==> src/rtl/key_sched_pkg.sv <==
// Shared keycode constants, dispatch state encoding and routing helper
// for the key event scheduler.
package key_sched_pkg;

  localparam logic [7:0] KC_NULL  = 8'h00;
  localparam logic [7:0] KC_ENTER = 8'h5A;
  localparam logic [7:0] KC_ESC   = 8'h76;
  localparam logic [7:0] KC_SPACE = 8'h29;
  localparam logic [7:0] KC_EXT   = 8'hE0;
  localparam logic [7:0] KC_BREAK = 8'hF0;

  typedef enum logic {
    ST_IDLE,
    ST_OFFER
  } sched_state_e;

  // Run-control keys; everything else belongs to the tape editor.
  function automatic logic is_run_key(input logic [7:0] code);
    return (code == KC_ENTER) || (code == KC_ESC) || (code == KC_SPACE);
  endfunction

endpackage

==> src/rtl/key_event_fifo.sv <==
// Small keycode FIFO. Occupancy is tracked in its own counter so full and
// empty never alias; the caller only pushes or pops when that is legal.
module key_event_fifo #(
  parameter int DEPTH = 4
) (
  input  logic                     clk,
  input  logic                     rst,
  input  logic                     push,
  input  logic [7:0]               din,
  input  logic                     pop,
  output logic [7:0]               dout,
  output logic [$clog2(DEPTH):0]   count
);

  localparam int AW = $clog2(DEPTH);
  localparam int CW = $clog2(DEPTH) + 1;

  logic [7:0]    mem_q [DEPTH];
  logic [AW-1:0] wr_ptr_q, wr_ptr_d;
  logic [AW-1:0] rd_ptr_q, rd_ptr_d;
  logic [CW-1:0] count_q, count_d;

  always_comb begin
    wr_ptr_d = wr_ptr_q;
    rd_ptr_d = rd_ptr_q;
    count_d  = count_q;
    if (push) wr_ptr_d = wr_ptr_q + AW'(1);
    if (pop)  rd_ptr_d = rd_ptr_q + AW'(1);
    unique case ({push, pop})
      2'b10:   count_d = count_q + CW'(1);
      2'b01:   count_d = count_q - CW'(1);
      default: count_d = count_q;
    endcase
  end

  always_ff @(posedge clk) begin
    if (rst) begin
      wr_ptr_q <= '0;
      rd_ptr_q <= '0;
      count_q  <= '0;
    end else begin
      wr_ptr_q <= wr_ptr_d;
      rd_ptr_q <= rd_ptr_d;
      count_q  <= count_d;
    end
  end

  // Storage needs no reset: occupancy alone decides what is valid.
  always_ff @(posedge clk) begin
    if (push) mem_q[wr_ptr_q] <= din;
  end

  assign dout  = mem_q[rd_ptr_q];
  assign count = count_q;

endmodule

==> src/rtl/key_event_scheduler.sv <==
// Filters keyboard events, buffers them and dispatches them in order to the
// tape editor or run controller over a registered valid/ready interface.
module key_event_scheduler
  import key_sched_pkg::*;
#(
  parameter int DEPTH       = 4,
  parameter int REPEAT_HOLD = 4000
) (
  input  logic                     clk,
  input  logic                     rst,
  input  logic                     key_valid,
  input  logic [7:0]               keycode,
  output logic                     ed_valid,
  output logic [7:0]               ed_code,
  input  logic                     ed_ready,
  output logic                     rc_valid,
  output logic [7:0]               rc_code,
  input  logic                     rc_ready,
  output logic                     overflow,
  output logic [$clog2(DEPTH):0]   count
);

  localparam int CW = $clog2(DEPTH) + 1;
  localparam int RW = $clog2(REPEAT_HOLD + 1);
  localparam logic [CW-1:0] DEPTH_C = CW'(DEPTH);
  localparam logic [RW-1:0] HOLD_C  = RW'(REPEAT_HOLD);

  // Valid/ready: a valid stays high with a stable code until its own ready
  // is seen high on a rising edge; the transfer happens on that edge.
  // A ready without its matching valid has no effect.

  sched_state_e  state_q, state_d;
  logic          ed_valid_q, ed_valid_d, rc_valid_q, rc_valid_d;
  logic [7:0]    ed_code_q, ed_code_d, rc_code_q, rc_code_d;
  logic [7:0]    last_q, last_d;
  logic [RW-1:0] rpt_q, rpt_d;
  logic          overflow_q, overflow_d;

  logic          key_ok, xfer, fifo_push, fifo_pop;
  logic [CW-1:0] fifo_count;
  logic [7:0]    fifo_dout;

  key_event_fifo #(.DEPTH(DEPTH)) u_fifo (
    .clk   (clk),
    .rst   (rst),
    .push  (fifo_push),
    .din   (keycode),
    .pop   (fifo_pop),
    .dout  (fifo_dout),
    .count (fifo_count)
  );

  always_comb begin
    key_ok = key_valid && (keycode != KC_NULL) && (keycode != KC_EXT) &&
             (keycode != KC_BREAK) && !((keycode == last_q) && (rpt_q != '0));
    xfer      = (ed_valid_q && ed_ready) || (rc_valid_q && rc_ready);
    fifo_pop  = (fifo_count != '0) && ((state_q == ST_IDLE) || xfer);
    // A full FIFO still takes the event when the head leaves this cycle.
    fifo_push = key_ok && ((fifo_count < DEPTH_C) || fifo_pop);

    overflow_d = overflow_q | (key_ok & ~fifo_push);
    last_d     = fifo_push ? keycode : last_q;
    if (fifo_push)         rpt_d = HOLD_C;
    else if (rpt_q != '0)  rpt_d = rpt_q - RW'(1);
    else                   rpt_d = rpt_q;

    state_d    = state_q;
    ed_valid_d = ed_valid_q;
    rc_valid_d = rc_valid_q;
    ed_code_d  = ed_code_q;
    rc_code_d  = rc_code_q;
    if (fifo_pop) begin
      state_d = ST_OFFER;
      if (is_run_key(fifo_dout)) begin
        rc_valid_d = 1'b1;
        rc_code_d  = fifo_dout;
        ed_valid_d = 1'b0;
        ed_code_d  = KC_NULL;
      end else begin
        ed_valid_d = 1'b1;
        ed_code_d  = fifo_dout;
        rc_valid_d = 1'b0;
        rc_code_d  = KC_NULL;
      end
    end else if ((state_q == ST_OFFER) && xfer) begin
      state_d    = ST_IDLE;
      ed_valid_d = 1'b0;
      rc_valid_d = 1'b0;
      ed_code_d  = KC_NULL;
      rc_code_d  = KC_NULL;
    end
  end

  always_ff @(posedge clk) begin
    if (rst) begin
      state_q    <= ST_IDLE;
      ed_valid_q <= 1'b0;
      rc_valid_q <= 1'b0;
      ed_code_q  <= KC_NULL;
      rc_code_q  <= KC_NULL;
      last_q     <= KC_NULL;
      rpt_q      <= '0;
      overflow_q <= 1'b0;
    end else begin
      state_q    <= state_d;
      ed_valid_q <= ed_valid_d;
      rc_valid_q <= rc_valid_d;
      ed_code_q  <= ed_code_d;
      rc_code_q  <= rc_code_d;
      last_q     <= last_d;
      rpt_q      <= rpt_d;
      overflow_q <= overflow_d;
    end
  end

  assign ed_valid = ed_valid_q;
  assign ed_code  = ed_code_q;
  assign rc_valid = rc_valid_q;
  assign rc_code  = rc_code_q;
  assign overflow = overflow_q;
  assign count    = fifo_count;

endmodule
==> config.mk <==
export PLATFORM = sky130hd
export DESIGN_NAME = key_event_scheduler
export DESIGN_NICKNAME = d
export VERILOG_FILES = /design/src/rtl/key_sched_pkg.sv /design/src/rtl/key_event_fifo.sv /design/src/rtl/key_event_scheduler.sv
export SDC_FILE = /design/constraint.sdc
export NUM_CORES = 1
export LEC_CHECK = 0
export CAP_MARGIN = 20
export CORE_MARGIN = 2
export CORE_UTILIZATION = 50
export DETAILED_ROUTE_END_ITERATION = 12
export DONT_BUFFER_PORTS = 1
export GPL_TIMING_DRIVEN = 0
export PLACE_DENSITY = 0.75
export SETUP_SLACK_MARGIN = 0.4
export SLEW_MARGIN = 30
export SYNTH_ARGS = -nofsm -noshare
export SYNTH_HDL_FRONTEND = slang
export SYNTH_SLANG_ARGS = --single-unit
==> constraint.sdc <==
create_clock -name clk -period 9.8 [get_ports clk]
set_input_delay 1.96 -clock clk [delete_from_list [all_inputs] [get_ports clk]]
set_output_delay 1.96 -clock clk [all_outputs]
set_load 0.05 [all_outputs]
==> reports/qor.txt <==
Outcome: finished, final reports clean
Fin crit share: 0.440
CTS clock-pin slew for the worst setup and hold paths: 0.08 ns
Worst Path Buf+Inv: 3
Max Cap Viol: 0
CTS Sinks: 81
Flops & latches, synth: 81
Global placement routability congestion: 0.803
R2R Path Start: rpt_q[0]
Max stage delay on crit path: 0.50 ns
Setup crit end kind: flop
Clk_skew: 0.00991 ns
CTS Buf Count: 9
Number of setup buffers added after CTS: 0
Worst hold slack: 0.486 ns
CP Max Fanout: 8
Post-synth top flop: dfxtp_1
First-pass GRT wire length: 10100 um
DIE AREA: 7420 um^2
VDD IR max: 0.120 mV
Synth Area per Inst: 11.8 um^2
Clk pwr share: 0.257
Tmin final: 4.31 ns
Latest clock arrival within the worst-skew pair: 0.35 ns
Chip height: 86.1 um
Ant. Diodes: 0
Post-CTS sizing: 0
Gate power share: 0.225
Gr ovfl total: 0
Final hold vios: 0
Vias per cell: 5.63
Port Buffers: 0
Area of the core: 6420 um^2
Row cnt: 29
Final net count: 317
Clock buffer depth: 2
Die width: 86.1 um
Syn-to-layout area delta: 9.09%
Family with the most delay on the worst path: simple AND/OR/NAND/NOR gates
Root buf cell: clkbuf_8
Pin count of the biggest net entering global routing: 14
Final ANT Viol Nets: 0
Overall Global Routing Usage: 0.181
Reg2Reg Capture Point: u_fifo.count[2]
Worst Tran Pin Value: 0.712 ns
Synth top area share: 0.291
Seq/Total Area, Yosys: 0.576
Int Power: 0.000638 W
Sequence of cells on the critical path: or4_1, a21oi_1, a311oi_2, and2_1, buf_2, inv_1, ha_1, inv_1, fa_1, xor2_1, or3_1, a21oi_1
CTS tree: built
I/O pin cnt: 35
R2R cell count: 14
Critical hold path startpoint: last_q[6]
Reg2Reg Setup Slack: 6.71 ns
1st-pass router iterations: 4
Pwr Total: 0.000983 W
Post-synth EDFFs: 32
Rel. slew slack: 0.525
Ys async rst share: 0
Post-CTS Hold Buffers: 0
Routed length per instance: 15.9 um
Crit path DAT: 4.60 ns
Fin util: 0.573
Cell leakage power: 1.34 nW
NetSw: 0.000345 W
CP startpoint: keycode[7]
Top cells by area, synth: dfxtp_1, edfxtp_1, xor2_1
Initial antenna violation count: 0
Non-filler cells, final: 378
Slowest CP cell: or4_1
Vias in the first global route: 2139
DRT Wirelength: 6010 um
Sw frac: 0.351
Worst Path Required: 10.08 ns
Worst setup path endpoint: u_fifo.count[2]
Reg power frac: 0.519
Max frequency: 232 MHz
Vias: 2130
Post-synth cell types: 40
Mapped cell area: 3370 um^2
Drc violations: 0
Endpoints failing setup: 0
Setup TNS: 0 ns
Synth Net Count: 306
Post-detail-place hpwl: 4220 um
PD cells: 267 nW/um^2
Setup CP Type: input port to flop
RSZ-0062 raised after global routing: false
Inst Count DP: 362
Stages on worst setup path: 12
Starting Density: 0.525
Slew Limit Fails: 0
Syn Inst Count: 285
Ys Warns: 0
H-tree depth: 3
HP Class: flop to flop
Nature of the critical path startpoint: input port
1st-iter DRT viols: 118
Layout cells sized above 1: 0.0897
Synth area leader: dfxtp_1
==> worst min-delay path: stages (launching register included) <==
cell and delay [ns]:
dfxtp_1 0.32, nand2b_1 0.07, o21ai_1 0.05
==> synthesized netlist by cell type, drive strengths merged (3+ instances only) <==
| cell type | n |
|---|---|
| nand2 | 21 |
| a32o | 3 |
| xor2 | 21 |
| a22o | 7 |
| o21ai | 13 |
| nand3 | 9 |
| ha | 7 |
| nand4b | 11 |
| nand3b | 4 |
| a21oi | 11 |
| dfxtp | 49 |
| or4 | 3 |
| nand2b | 12 |
| clkbuf | 9 |
| buf | 4 |
| mux4 | 8 |
| edfxtp | 32 |
| nor2 | 15 |
| nor4 | 3 |
| nor3 | 8 |
| and3 | 5 |
| inv | 9 |
==> power by group through the flow <==
stage                     sequential [W]  combinational, W  clock [W]
after floorplan                 0.000508          0.000182          0
after global placement          0.000516          0.000216          0
after detailed placement        0.000518          0.000221          0
after CTS                       0.000510          0.000223   0.000258
after global routing            0.000516          0.000252   0.000273
final                           0.000510          0.000221   0.000252
==> placed cells by master, fill, tap and decap left out, types with 2 or more instances in the layout <==
cell	instances
xor2_1	21
and3_1	5
dfxtp_1	49
a22o_1	7
nand4_1	2
ha_1	7
nor4b_1	2
mux4_2	8
nand3b_1	4
xnor2_1	2
a21oi_1	11
a31oi_1	2
clkbuf_8	10
o21ai_0	12
nand4b_1	11
edfxtp_1	32
nand3_1	9
inv_1	9
nor2_1	15
and2_1	2
nor3_1	8
nand2b_1	12
nor2b_1	2
clkbuf_1	12
nor4_1	3
nand2_1	21
buf_2	2
a32o_1	3
or4_1	3
==> sequential cells by signal, summed over array words and instances (netlist names), named ones only <==
name,count
u_fifo.rd_ptr_q,2
ed_code,8
state_q,1
ed_valid,1
u_fifo.count,3
overflow,1
last_q,8
u_fifo.wr_ptr_q,2
rc_valid,1
rc_code,8
u_fifo.mem_q,32
rpt_q,12
==> metal layers <==
| metal | wire length (um) | vias up | track usage | part of all wire |
|---|---|---|---|---|
| li1 | - | 1056 | - | - |
| met1 | 2760 | 1006 | 0.224 | 0.46 |
| met2 | 2670 | 55 | 0.283 | 0.44 |
| met3 | 451 | 13 | 0.0751 | 0.075 |
| met4 | 129 | 0 | 0.0693 | 0.021 |
| met5 | 0 | - | 0 | 0 |
==> worst min path at each step <==
stage / endpoint / cells past startpoint
after floorplan: last_q[6] / 2
after global placement: last_q[6] / 2
after detailed placement: last_q[6] / 2
after CTS: last_q[6] / 2
after global routing: last_q[6] / 2
final: last_q[6] / 2
==> final cells by class <==
class,instances,area (um^2)
Buffer,13,58.8
Tap cell,77,96.3
Sequential cell,81,1940
Inverter,9,33.8
Fill cell,542,2740
Clock inverter,2,36.3
Multi-Input combinational cell,182,1340
Clock buffer,14,174
==> per-stage QoR <==
stage | setup WS (ns) | instance area [um^2]
floorplan | 5.39 | 3370
global placement | 5.17 | 3470
detailed placement | 5.09 | 3470
CTS | 5.48 | 3680
global route | 5.32 | 3680
finish | 5.49 | 3680
==> kinds of logic after synthesis <==
| family | synth area share |
|---|---|
| and+or+nand+nor | 0.170 |
| DFF | 0.576 |
| AOI/OAI and AO/OA | 0.0823 |
| xor gates and xnor gates | 0.0597 |
| buffers and inverters | 0.0274 |
| muxes | 0.0534 |
| adders and majority gates | 0.0319 |
No activity file was read; power rests on OpenSTA's default activity.
